`src/rtl/round_pack_float.sv`:
```
// round_pack_float: round-and-pack stage for the soft-float datapath.
//
// Takes a sign, a two's-complement biased exponent and an extended significand
// (leading one at bit SIG_W-2, low RB bits are round bits). It rounds with one
// of four modes and packs a {sign, exponent, fraction} IEEE-754 word. The
// overflow, underflow and inexact flags are ORed into the incoming sticky flags.
// The exponent is one below the packed exponent field, because the leading
// significand bit is added into the exponent field by the pack addition.
//
// Ports
//   ap_clk, ap_rst          clock, asynchronous active-high reset
//   ap_start                request, sampled in IDLE
//   ap_done, ap_ready       high for the single DONE cycle
//   ap_idle                 IDLE and no pending request
//   zSign, zExp, zSig       operand: sign, biased exponent, significand
//   rmode                   0 nearest-even, 1 to-zero, 2 down, 3 up
//   float_exception_flag_i  incoming sticky flags
//   float_exception_flag_o  flags out (new flags ORed in during DONE)
//   float_exception_flag_o_ap_vld  strobe in DONE
//   ap_return               packed result, zero-extended to SIG_W bits
module round_pack_float #(
  parameter int unsigned EXP_W  = 11,
  parameter int unsigned FRAC_W = 52
) (
  input  logic                ap_clk,
  input  logic                ap_rst,
  input  logic                ap_start,
  output logic                ap_done,
  output logic                ap_ready,
  output logic                ap_idle,
  input  logic                zSign,
  input  logic [EXP_W:0]      zExp,
  input  logic [FRAC_W+11:0]  zSig,
  input  logic [1:0]          rmode,
  input  logic [31:0]         float_exception_flag_i,
  output logic [31:0]         float_exception_flag_o,
  output logic                float_exception_flag_o_ap_vld,
  output logic [FRAC_W+11:0]  ap_return
);

  localparam int unsigned SIG_W = FRAC_W + 12;
  localparam int unsigned RB    = 10;
  localparam int unsigned PK_W  = EXP_W + FRAC_W + 1;
  localparam int unsigned SR_W  = SIG_W - RB;

  // 2^EXP_W - 3: top EXP_W-2 bits set, then 01.
  localparam logic [EXP_W:0]   MaxE  = {1'b0, {(EXP_W-2){1'b1}}, 2'b01};
  localparam logic [SIG_W-1:0] RMask = {{(SIG_W-RB){1'b0}}, {RB{1'b1}}};
  localparam logic [SIG_W-1:0] RHalf = {{(SIG_W-RB){1'b0}}, 1'b1, {(RB-1){1'b0}}};

  // Flag bit positions in the 4-bit new-flag register.
  localparam int unsigned FlInexact = 0;
  localparam int unsigned FlUnder   = 2;

  typedef enum logic [3:0] {
    StIdle  = 4'b0001,
    StAlign = 4'b0010,
    StRound = 4'b0100,
    StDone  = 4'b1000
  } state_e;

  state_e             state_q, state_d;
  logic               sign_q, sign_d;
  logic [EXP_W:0]     exp_q, exp_d;
  logic [SIG_W-1:0]   sig_q, sig_d;
  logic [1:0]         rmode_q, rmode_d;
  logic [31:0]        flag_q, flag_d;
  logic [3:0]         nflag_q, nflag_d;
  logic [SIG_W-1:0]   ret_q, ret_d;

  function automatic logic [SIG_W-1:0] round_inc(input logic sign, input logic [1:0] rm);
    logic [SIG_W-1:0] inc;
    case (rm)
      2'd0:    inc = RHalf;
      2'd1:    inc = '0;
      2'd2:    inc = sign ? RMask : '0;
      default: inc = sign ? '0 : RMask;
    endcase
    return inc;
  endfunction

  // Overflow detection and saturated result, evaluated on the live operands in IDLE.
  logic [SIG_W-1:0] inc_in;
  logic             sum_in_msb;
  logic [SIG_W-2:0] unused_sum_in;
  logic             ovf_in;
  logic             inc_zero_in;
  logic [PK_W-1:0]  ovf_word;

  always_comb begin
    inc_in                      = round_inc(zSign, rmode);
    {sum_in_msb, unused_sum_in} = zSig + inc_in;
    ovf_in      = ($signed(zExp) > $signed(MaxE)) || ((zExp == MaxE) && sum_in_msb);
    inc_zero_in = (inc_in == '0);
    // Infinity, or the largest finite value when rounding never moves away from zero.
    ovf_word    = {zSign, {EXP_W{1'b1}}, {FRAC_W{1'b0}}}
                - {{(PK_W-1){1'b0}}, inc_zero_in};
  end

  // Jamming right shift for subnormals: bits shifted out stick in the LSB.
  logic [EXP_W:0]   shamt;
  logic [31:0]      shamt_wide;
  logic [SIG_W-1:0] lost_mask;
  logic [SIG_W-1:0] jam_sig;

  always_comb begin
    shamt      = '0 - exp_q;
    shamt_wide = 32'(shamt);
    lost_mask  = '0;
    jam_sig    = '0;
    if (shamt_wide >= SIG_W) begin
      jam_sig[0] = |sig_q;
    end else begin
      lost_mask  = ~({SIG_W{1'b1}} << shamt);
      jam_sig    = sig_q >> shamt;
      jam_sig[0] = jam_sig[0] | (|(sig_q & lost_mask));
    end
  end

  // Rounding and packing from the registered operand.
  logic [SIG_W-1:0] inc_q;
  logic [RB-1:0]    round_bits;
  logic [SR_W-1:0]  sig_r;
  logic [RB-1:0]    unused_sum_rb;
  logic [EXP_W-1:0] exp_r;
  logic [PK_W-1:0]  pack_word;

  always_comb begin
    inc_q                  = round_inc(sign_q, rmode_q);
    round_bits             = sig_q[RB-1:0];
    {sig_r, unused_sum_rb} = sig_q + inc_q;
    // Exact tie in nearest-even: force the result even.
    if ((rmode_q == 2'd0) && (round_bits == RHalf[RB-1:0])) begin
      sig_r[0] = 1'b0;
    end
    exp_r = (sig_r == '0) ? '0 : exp_q[EXP_W-1:0];
    // Addition, not concatenation: a significand carry must ripple into the exponent.
    pack_word = {sign_q, {(PK_W-1){1'b0}}}
              + {1'b0, exp_r, {FRAC_W{1'b0}}}
              + {{(PK_W-SR_W){1'b0}}, sig_r};
  end

  // Next-state logic.
  always_comb begin
    state_d = state_q;
    sign_d  = sign_q;
    exp_d   = exp_q;
    sig_d   = sig_q;
    rmode_d = rmode_q;
    flag_d  = flag_q;
    nflag_d = nflag_q;
    ret_d   = ret_q;
    unique case (state_q)
      StIdle: begin
        if (ap_start) begin
          sign_d  = zSign;
          exp_d   = zExp;
          sig_d   = zSig;
          rmode_d = rmode;
          flag_d  = float_exception_flag_i;
          nflag_d = '0;
          if (ovf_in) begin
            ret_d              = '0;
            ret_d[PK_W-1:0]    = ovf_word;
            nflag_d            = 4'b1001;
            state_d            = StDone;
          end else if (zExp[EXP_W]) begin
            state_d = StAlign;
          end else begin
            state_d = StRound;
          end
        end
      end
      StAlign: begin
        sig_d            = jam_sig;
        exp_d            = '0;
        // Tininess is judged before rounding.
        nflag_d[FlUnder] = (jam_sig[RB-1:0] != '0);
        state_d          = StRound;
      end
      StRound: begin
        ret_d              = '0;
        ret_d[PK_W-1:0]    = pack_word;
        nflag_d[FlInexact] = (round_bits != '0);
        state_d            = StDone;
      end
      StDone: begin
        state_d = StIdle;
      end
      default: begin
        state_d = StIdle;
      end
    endcase
  end

  always_ff @(posedge ap_clk or posedge ap_rst) begin
    if (ap_rst) begin
      state_q <= StIdle;
      sign_q  <= 1'b0;
      exp_q   <= '0;
      sig_q   <= '0;
      rmode_q <= '0;
      flag_q  <= '0;
      nflag_q <= '0;
      ret_q   <= '0;
    end else begin
      state_q <= state_d;
      sign_q  <= sign_d;
      exp_q   <= exp_d;
      sig_q   <= sig_d;
      rmode_q <= rmode_d;
      flag_q  <= flag_d;
      nflag_q <= nflag_d;
      ret_q   <= ret_d;
    end
  end

  // Outputs.
  logic in_done;

  always_comb begin
    in_done                       = (state_q == StDone);
    ap_done                       = in_done;
    ap_ready                      = in_done;
    ap_idle                       = (state_q == StIdle) && !ap_start;
    float_exception_flag_o_ap_vld = in_done;
    float_exception_flag_o        = in_done ? (flag_q | {28'd0, nflag_q})
                                            : float_exception_flag_i;
    ap_return                     = ret_q;
  end

endmodule
```
`config.mk`:
```
export PLATFORM = sky130hd
export DESIGN_NAME = round_pack_float
export DESIGN_NICKNAME = d
export VERILOG_FILES = /design/src/rtl/round_pack_float.sv
export SDC_FILE = /design/constraint.sdc
export NUM_CORES = 1
export LEC_CHECK = 0
export BUFFER_PORTS_ARGS = -buffer_cell sky130_fd_sc_hd__buf_2
export CELL_PAD_IN_SITES_DETAIL_PLACEMENT = 1
export CELL_PAD_IN_SITES_GLOBAL_PLACEMENT = 2
export CORE_ASPECT_RATIO = 2
export CORE_MARGIN = 5
export CORE_UTILIZATION = 35
export DETAILED_ROUTE_END_ITERATION = 8
export GPL_TIMING_DRIVEN = 0
export PLACE_DENSITY_LB_ADDON = 0.1
export SYNTH_ARGS = -nofsm -noshare
export SYNTH_HDL_FRONTEND = slang
export SYNTH_SLANG_ARGS = --single-unit
```
`constraint.sdc`:
```
create_clock -name ap_clk -period 6.2 [get_ports ap_clk]
set_input_delay 0.31 -clock ap_clk [delete_from_list [all_inputs] [get_ports ap_clk]]
set_output_delay 0.31 -clock ap_clk [all_outputs]
set_load 0.005 [all_outputs]
```
==> flow_summary.json, run 1 <==
{
  "status": "complete, no violations",
  "fin_crit_ns": 6.12,
  "core_area_um2": 44900,
  "ys_async_sr_fraction": 1.00,
  "grt_pass1_wl_um": 147000,
  "via_count": 18900,
  "synth_edf_count": 0,
  "fin_crit_sh": 0.987,
  "antenna_found_initial": 5,
  "hp-class": "in -> reg",
  "final-max-slew-violation-count": 0,
  "syn_area_per_cell_um2": 7.88,
  "fp.dieArea_um2": 49600,
  "overflow": 0,
  "crit_path_start_kind": "register",
  "rows": 110,
  "worst_path_most_repeated_cell": "buf_2",
  "r2r_slack_ns": 0.08,
  "ant_nets": 0,
  "clkSinkCount": 182,
  "first_iter_violations": 1868,
  "cp_data_arrival_time_ns": 6.46,
  "critPathKind": "reg -> reg",
  "wl_per_cell_um": 37.4,
  "ys_top_cells_by_area": "dfrtp_1 29%, nand2_1 9.0%, mux4_2 7.7%",
  "io_buffer_count": 213,
  "dpl.hpwl_um": 82300,
  "route.detailed.drc": 0,
  "cts_root_buf": "clkbuf_16",
  "cts.path.max_buffers": 2,
  "cts_htree_levels": 4,
  "setup_tns_ns": 0,
  "initial_utilization": 0.351,
  "clk_pin_slew_worst_paths_ns": 0.09,
  "fin_skew_ns": 0.0165,
  "vias_per_cell": 6.73,
  "rsz0062_at_grt": "no",
  "drv_cap": 0,
  "syn2layout_area_growth_pct": 17.3,
  "syn_area_um2": 15800,
  "synth_top_flop_cell": "dfrtp_1",
  "worstSkewPairLatency_ns": 0.49,
  "yosysUniqueCellTypes": 88,
  "die_h_um": 310,
  "max_stage_delay_ns": 0.70,
  "end_kind": "register",
  "tightest_slew_ns": 1.27,
  "cp_max_fo": 10,
  "synth_top_cells_by_count": "377 x nand2_1, 188 x o21ai_0, 181 x dfrtp_1",
  "fmax_mhz": 163,
  "slowest_stage": "buf_1",
  "yosysMostFrequentCell": "nand2_1",
  "yosysTopAreaCell": "dfrtp_1",
  "ioPinCount": 214,
  "yosysSeqAreaShare": 0.289,
  "ys_ff_latch": 182,
  "setup_viol": 0,
  "multi_input_area_um2": 10500,
  "grt_pass1_vias": 19800,
  "ff_latch_area_um2": 4560,
  "place_congestion": 1.13,
  "relSlewSlack": 0.150,
  "worstPathRequired_ns": 6.54,
  "grt_max_degree": 122,
  "drt_pass1_iterations": 5,
  "synthCells": 1999,
  "cts_tree": "built",
  "grtUsageTotal": 0.415,
  "synth_top_area_share": 0.287,
  "wl_um": 105000,
  "drive_gt1_frac": 0.200,
  "cts_buffers": 17,
  "fillCellCount": 5564,
  "hold_violations": 0,
  "synth_nets": 2135,
  "nNetsFinal": 2370,
  "cp_cell_sequence": "buf_2, buf_2, buf_2, inv_2, ha_1, buf_2, xor2_4, buf_2, buf_2, buf_1, mux2i_1, nand2_1, o211ai_1, a21oi_1, nand2_1, a21oi_1, nor2_1, a41oi_1",
  "ys_warn_count": 0,
  "die_w_um": 160
}
cell usage in the layout, fill, tap and decap left out, types with 6 or more instances in the layout:
master	Yosys	final
mux2_2	36	36
buf_2	20	237
o211ai_1	60	60
nor2_1	142	140
nor3_2	2	6
a21oi_1	107	106
dfrtp_1	181	178
o22ai_1	26	26
nand4_1	40	40
nor3_1	40	35
xnor2_1	56	54
xor2_1	23	22
or2_2	6	6
a31oi_1	28	28
inv_1	19	18
o21ai_0	188	186
a2111oi_0	15	9
ha_1	21	21
diode_2	0	6
nand3_1	56	55
nand2_1	377	377
a211oi_1	28	27
o21a_1	26	26
buf_1	22	17
mux2i_1	55	55
buf_4	2	13
a22oi_1	12	12
clkbuf_2	1	18
and4_1	6	6
nand2b_1	8	8
nor4_1	23	20
and3_1	20	20
mux4_2	54	54
and2_1	12	12
clkbuf_16	0	17
o31ai_1	10	10
clkbuf_1	159	132
nor2b_1	10	10
routing by layer:
metal,GRT usage,up-vias,routed length (um)
met2,0.708,1269,51300
met3,0.0863,515,7850
met1,0.414,9351,33500
met5,0,-,27
met4,0.405,4,12500
li1,-,7792,-
worst max-delay path, delay by kind of cell (launching register included):
family | cells | cell delay (ns)
AO/OA/AOI/OAI | 4 | 0.57
flip-flops | 1 | 0.35
multiplexers | 1 | 0.68
buffers and inverters | 8 | 3.10
AND/OR/NAND/NOR | 3 | 0.61
adder cells (fa/ha/maj) | 1 | 0.25
XOR/XNOR | 1 | 0.40
stage by stage:
stage	cell area (um^2)	utilization	setup slack (ns)	hold WS, ns	std cells
floorplan	15800	-	0.948	0.406	1999
global placement	17500	0.391	-1.52	0.454	2772
detailed placement	17600	0.392	-0.957	0.382	2774
CTS	18300	0.409	0.000703	0.0147	2804
global route	18500	0.412	0.000948	0.0324	2806
finish	18500	0.412	0.0788	0.0263	2812
what timing repair did:
action | in CTS | in global routing
hold endpoints to repair | 61 | 0
setup buffers | 5 | 5
gates resized for setup | 25 | 47
pin swaps | 4 | 5
hold buffers | 1 | 0
endpoints found under the setup margin | 33 | 29
area by class of cell:
| cell class | count | area share |
|---|---|---|
| antenna | 6 | 0.000813 |
| buffer | 195 | 0.0437 |
| clock buffer | 18 | 0.0238 |
| clock inverter | 13 | 0.0105 |
| inverter | 20 | 0.00447 |
| multi-input combinational | 1592 | 0.568 |
| sequential | 182 | 0.247 |
| tap | 560 | 0.0379 |
| timing repair buffer | 226 | 0.0642 |
final timing paths:
path,endpoint,cells after the start,start
setup / recovery,nflag_q[2]$_DFFE_PP0P_,18,exp_q[0]$_DFFE_PP0P_
min in group asynchronous,ap_return[38]$_DFFE_PP0P_,3,ap_rst
hold reg to reg,flag_q[16]$_DFFE_PP0P_,2,flag_q[16]$_DFFE_PP0P_
setup reg to reg,nflag_q[2]$_DFFE_PP0P_,18,exp_q[0]$_DFFE_PP0P_
max in group asynchronous,exp_q[5]$_DFFE_PP0P_,4,ap_rst
hold / removal,flag_q[1]$_DFFE_PP0P_,3,float_exception_flag_i[1]
cells by family after synthesis:
logic type                 after synthesis  synth area share
and+or+nand+nor                        779             0.228
DFF                                    182             0.289
muxes                                  145             0.138
adders and majority gates               25            0.0199
AOI/OAI and AO/OA                      564             0.225
buffers and inverters                  225            0.0562
xor gates and xnor gates                79            0.0439
state kept, by name, summed over array words and instances (netlist names):
signal	flops
sig_q	64
nflag_q	3
ap_return	64
rmode_q	2
exp_q	12
state_q	4
sign_q	1
flag_q	32
Power of run 1 is left out: the tool's default activity adds up to more than one toggle a clock period on the data nets, which glitch-free logic cannot reach.
==> run 2: changes to the inputs <==
Settings changed: BUFFER_PORTS_ARGS -buffer_cell sky130_fd_sc_hd__buf_2 to -buffer_cell sky130_fd_sc_hd__buf_4.
==> run 2 against run 1 <==
First-iteration DRC count down 3.9%. Via count up 0.36%. Final area up 2.8%. Hold slack worse by 0.0098 ns. Wire length up 1.0%. Sequential share of layout area down 0.68 points. Maximum frequency up 0.48%. Largest cell class unchanged.
==> flow_summary.json, run 2 (synthesized netlist as in run 1, its figures left out) <==
{
  "route.detailed.drc": 0,
  "grtUsageTotal": 0.418,
  "place_congestion": 1.10,
  "status": "complete, no violations",
  "core_area_um2": 44900,
  "grt_max_degree": 115,
  "crit_cells": 14,
  "worst_path_most_repeated_cell": "buf_2",
  "cts_root_buf": "clkbuf_16",
  "end_kind": "register",
  "cts.path.max_buffers": 2,
  "ant_nets": 0,
  "fmax_mhz": 164,
  "cp_max_fo": 10,
  "drt_pass1_iterations": 8,
  "grt_pass1_wl_um": 147000,
  "clkSinkCount": 182,
  "overflow": 0,
  "reg2reg_from": "exp_q[0]$_DFFE_PP0P_",
  "ff_latch_area_um2": 4560,
  "clk_pin_slew_worst_paths_ns": 0.09,
  "cts_htree_levels": 4,
  "r2r_slack_ns": 0.11,
  "critPathTopFamily": "buffers and inverters",
  "multi_input_area_um2": 10500,
  "syn2layout_area_growth_pct": 20.5,
  "wl_per_cell_um": 37.8,
  "final-max-slew-violation-count": 0,
  "fin_skew_ns": 0.0217,
  "crit_path_start_kind": "register",
  "relSlewSlack": 0.0500,
  "reg2regPathDepth": 14,
  "fin_crit_sh": 0.983,
  "place_inst": 2774,
  "worstPathRequired_ns": 6.46,
  "drive_gt1_frac": 0.200,
  "tightest_slew_ns": 1.42,
  "placed_area_um2": 18100,
  "rows": 110,
  "finish.instance_area_um2": 19000,
  "cts_buffers": 17,
  "nNetsFinal": 2372,
  "crit_start": "exp_q[0]$_DFFE_PP0P_",
  "layout_commonest_cell": "nand2_1",
  "fin_crit_ns": 6.09,
  "io_buffer_count": 213,
  "final_cells": 2813,
  "cts_tree": "built",
  "final_cell_mix": "377 x nand2_1, 226 x buf_4, 185 x o21ai_0",
  "die_w_um": 160,
  "max_stage_delay_ns": 0.72,
  "hold_violations": 0,
  "grt_pass1_vias": 19900,
  "ioPinCount": 214,
  "first_iter_violations": 1796,
  "r2r-end": "sig_q[11]$_DFFE_PP0P_",
  "vias_per_cell": 6.75,
  "initial_utilization": 0.351,
  "cp_cell_sequence": "buf_2, buf_2, clkbuf_4, inv_2, ha_1, buf_2, xor2_4, clkbuf_2, clkbuf_1, clkbuf_1, mux2i_1, o21ai_0, a221oi_1, o32ai_4",
  "hp-class": "in -> reg",
  "wl_um": 106000,
  "setup_viol": 0,
  "crit_path_end": "sig_q[11]$_DFFE_PP0P_",
  "via_count": 19000,
  "cp_data_arrival_time_ns": 6.35,
  "crit_buf_inv": 8,
  "dpl.hpwl_um": 83100,
  "antenna_found_initial": 4,
  "slowest_stage": "clkbuf_1",
  "worstSkewPairLatency_ns": 0.49,
  "critPathKind": "reg -> reg",
  "drv_cap": 0,
  "die_h_um": 310,
  "fillCellCount": 5528,
  "fp.dieArea_um2": 49600
}
run 2: cell count changes in the layout (fill, tap and decap cells not counted), sizes merged:
cell	before	now
clkdlybuf4s18	0	1
buf	269	267
clkinv	4	2
clkdlybuf4s15	1	2
clkinvlp	1	5
clkbuf	168	170
bufinv	4	1
run 2: stage by stage:
step / setup WS (ns) / utilization / setup TNS, ns / hold slack, ns
6_report: 0.108 / 0.423 / 0 / 0.0165
5_1_grt: -0.0250 / 0.423 / -0.0455 / 0.0280
4_1_cts: 0.00276 / 0.419 / 0 / 0.0159
3_5_place_dp: -1.04 / 0.404 / -10.59 / 0.371
3_3_place_gp: -1.54 / 0.402 / -288.99 / 0.456
2_1_floorplan: 0.948 / - / 0 / 0.406
run 2: how the worst min path moves through the flow:
stage                                     startpoint  slack [ns]  cells after the start                   endpoint
after floorplan                             zExp[11]        0.41                      1     state_q[2]$_DFFE_PP0N_
after global placement        flag_q[13]$_DFFE_PP0P_        0.46                      2     flag_q[13]$_DFFE_PP0P_
after detailed placement                      ap_rst        0.37                      2  ap_return[38]$_DFFE_PP0P_
after CTS                 float_exception_flag_i[26]        0.02                      3     flag_q[26]$_DFFE_PP0P_
after global routing      float_exception_flag_i[13]        0.03                      3     flag_q[13]$_DFFE_PP0P_
final                      float_exception_flag_i[7]        0.02                      3      flag_q[7]$_DFFE_PP0P_
run 2: layer usage:
metal / part of all wire / global-route usage / vias to the layer above / wire (um)
li1: - / - / 7767 / -
met1: 0.31 / 0.404 / 9306 / 33000
met2: 0.48 / 0.714 / 1328 / 51200
met3: 0.082 / 0.103 / 597 / 8660
met4: 0.13 / 0.413 / 2 / 13300
met5: 0.00012 / 0 / - / 13
run 2: repair_timing:
action                                 4_1_cts  5_1_grt
pin swaps                                    4        4
cloned                                       0        0
hold buffers                                 1        0
resized for setup                           25       54
setup buffers                                4        7
endpoints found under the hold margin       68        0
setup endpoints to repair                   32       25
run 2: final cells by class:
class / instances / area share
Clock buffer: 18 / 0.0231
Sequential cell: 182 / 0.240
Buffer: 196 / 0.0430
Tap cell: 560 / 0.0369
Antenna cell: 6 / 0.000791
Clock inverter: 12 / 0.00632
Multi-Input combinational cell: 1592 / 0.554
Inverter: 20 / 0.00435
Timing Repair Buffer: 227 / 0.0911
run 2: tightest hold or removal path, cell delays in order:
cell and delay [ns]:
buf_4 0.08, nand2_1 0.04, nand2_1 0.05
Power of run 2 is left out for the same reason.
==> run 3: changes to the inputs <==
Settings changed: SETUP_SLACK_MARGIN set to 0.2.
==> run 3 against run 2 <==
Non-clock buffer count increased by 7. Cell count increased by 0.32%. Clock skew about the same. Sequential share of layout area decreased by 0.11 points. Core utilization increased by 0.18 points. Critical endpoint unchanged. Largest cell class unchanged.
==> flow_summary.json, run 3 (synthesized netlist as in run 1, its figures left out) <==
{
  "place_congestion": 1.10,
  "overflow": 0,
  "drv_cap": 0,
  "nNetsFinal": 2379,
  "initial_utilization": 0.351,
  "grt_max_degree": 115,
  "antenna_found_initial": 8,
  "fin_skew_ns": 0.0216,
  "crit_cells": 14,
  "hold_violations": 0,
  "critPathTopFamily": "buffers and inverters",
  "final-max-slew-violation-count": 0,
  "crit_path_start_kind": "register",
  "drive_gt1_frac": 0.206,
  "grtUsageTotal": 0.420,
  "clk_pin_slew_worst_paths_ns": 0.08,
  "worstPathRequired_ns": 6.53,
  "die_h_um": 310,
  "vias_per_cell": 6.73,
  "rows": 110,
  "fmax_mhz": 165,
  "cts_tree": "built",
  "end_kind": "register",
  "route.detailed.drc": 0,
  "first_iter_violations": 1593,
  "setup_viol": 0,
  "cp_max_fo": 10,
  "relSlewSlack": 0.0383,
  "layout_commonest_cell": "nand2_1",
  "cp_cell_sequence": "buf_2, clkbuf_4, clkbuf_4, inv_2, ha_1, buf_2, nor3b_2, xnor2_1, clkbuf_1, clkbuf_2, clkbuf_1, clkbuf_1, a221oi_1, o32ai_4",
  "drt_pass1_iterations": 7,
  "worst_path_most_repeated_cell": "clkbuf_1",
  "min_from": "float_exception_flag_i[5]",
  "fp.dieArea_um2": 49600,
  "grt_pass1_vias": 20000,
  "cts_root_buf": "clkbuf_16",
  "place_inst": 2774,
  "cts_buffers": 17,
  "die_w_um": 160,
  "status": "complete, no violations",
  "io_buffer_count": 213,
  "wl_per_cell_um": 37.6,
  "via_count": 19000,
  "fin_crit_ns": 6.06,
  "crit_start": "exp_q[0]$_DFFE_PP0P_",
  "syn2layout_area_growth_pct": 21.1,
  "wl_um": 106000,
  "crit_buf_inv": 9,
  "tightest_slew_ns": 1.44,
  "slowest_stage": "clkbuf_1",
  "critPathKind": "reg -> reg",
  "dpl.hpwl_um": 83100,
  "grt_pass1_wl_um": 148000,
  "worstSkewPairLatency_ns": 0.50,
  "fin_crit_sh": 0.978,
  "final_cells": 2822,
  "ioPinCount": 214,
  "cts.path.max_buffers": 2,
  "max_stage_delay_ns": 0.69,
  "clkSinkCount": 182,
  "cts_htree_levels": 4,
  "final_cell_mix": "377 x nand2_1, 225 x buf_4, 185 x o21ai_0",
  "reg2regPathDepth": 14,
  "reg2reg_from": "exp_q[0]$_DFFE_PP0P_",
  "ant_nets": 0,
  "post-route-util": 0.425,
  "min_path_cells": 3,
  "cp_data_arrival_time_ns": 6.39,
  "rsz0062_at_grt": "no",
  "core_area_um2": 44900,
  "hp-class": "in -> reg"
}
==> run 3: path summary, 6_finish.rpt <==
| path | endpoint | slack (ns) |
|---|---|---|
| setup / recovery | sig_q[11]$_DFFE_PP0P_ | 0.14 |
| hold / removal | flag_q[5]$_DFFE_PP0P_ | 0.01 |
| setup reg to reg | sig_q[11]$_DFFE_PP0P_ | 0.14 |
| hold reg to reg | flag_q[26]$_DFFE_PP0P_ | 0.48 |
| max in group asynchronous | exp_q[3]$_DFFE_PP0P_ | 4.70 |
| min in group asynchronous | ap_return[38]$_DFFE_PP0P_ | 0.39 |
==> run 3: worst register-to-register path: cells and delay by family, from the launching register on <==
family / cells / cell delay, ns
flops: 1 / 0.35
compound gates: 2 / 0.81
fa+ha+maj: 1 / 0.26
buf+inv: 9 / 3.79
simple gates: 1 / 0.21
xor+xnor: 1 / 0.49
==> run 3: through the flow <==
stage / TNS [ns] / setup WS [ns] / hold WS, ns / cell area (um^2)
after CTS: 0 / 0.0274 / 0.0159 / 18900
after detailed placement: -10.59 / -1.04 / 0.371 / 18100
final: 0 / 0.136 / 0.0106 / 19100
after floorplan: 0 / 0.948 / 0.406 / 15800
after global placement: -288.99 / -1.54 / 0.456 / 18100
after global routing: 0 / 0.204 / 0.0280 / 19100
==> run 3: layout make-up <==
type / instances / area, um^2
clock inverters: 12 / 120
fillers: 5535 / 25800
diodes: 8 / 20.0
multi-input cells: 1592 / 10600
well taps: 560 / 701
plain buffers: 204 / 865
repair buffers: 226 / 1720
clock buffers: 18 / 439
flip-flops and latches: 182 / 4560
inverters: 20 / 82.6
==> run 3: metal layers <==
| metal | global-route usage | part of all wire | up-vias |
|---|---|---|---|
| met5 | 0 | 0.00033 | - |
| met1 | 0.408 | 0.31 | 9359 |
| met4 | 0.415 | 0.13 | 6 |
| met2 | 0.715 | 0.48 | 1246 |
| met3 | 0.103 | 0.079 | 590 |
| li1 | - | - | 7800 |
==> run 3: what timing repair did <==
item,4_1_cts,5_1_grt
hold endpoints to repair,68,0
pin swaps,6,4
endpoints found under the setup margin,40,30
buffers inserted,5,5
resized for setup,56,50
hold buffers,1,0
Power of run 3 is left out for the same reason.
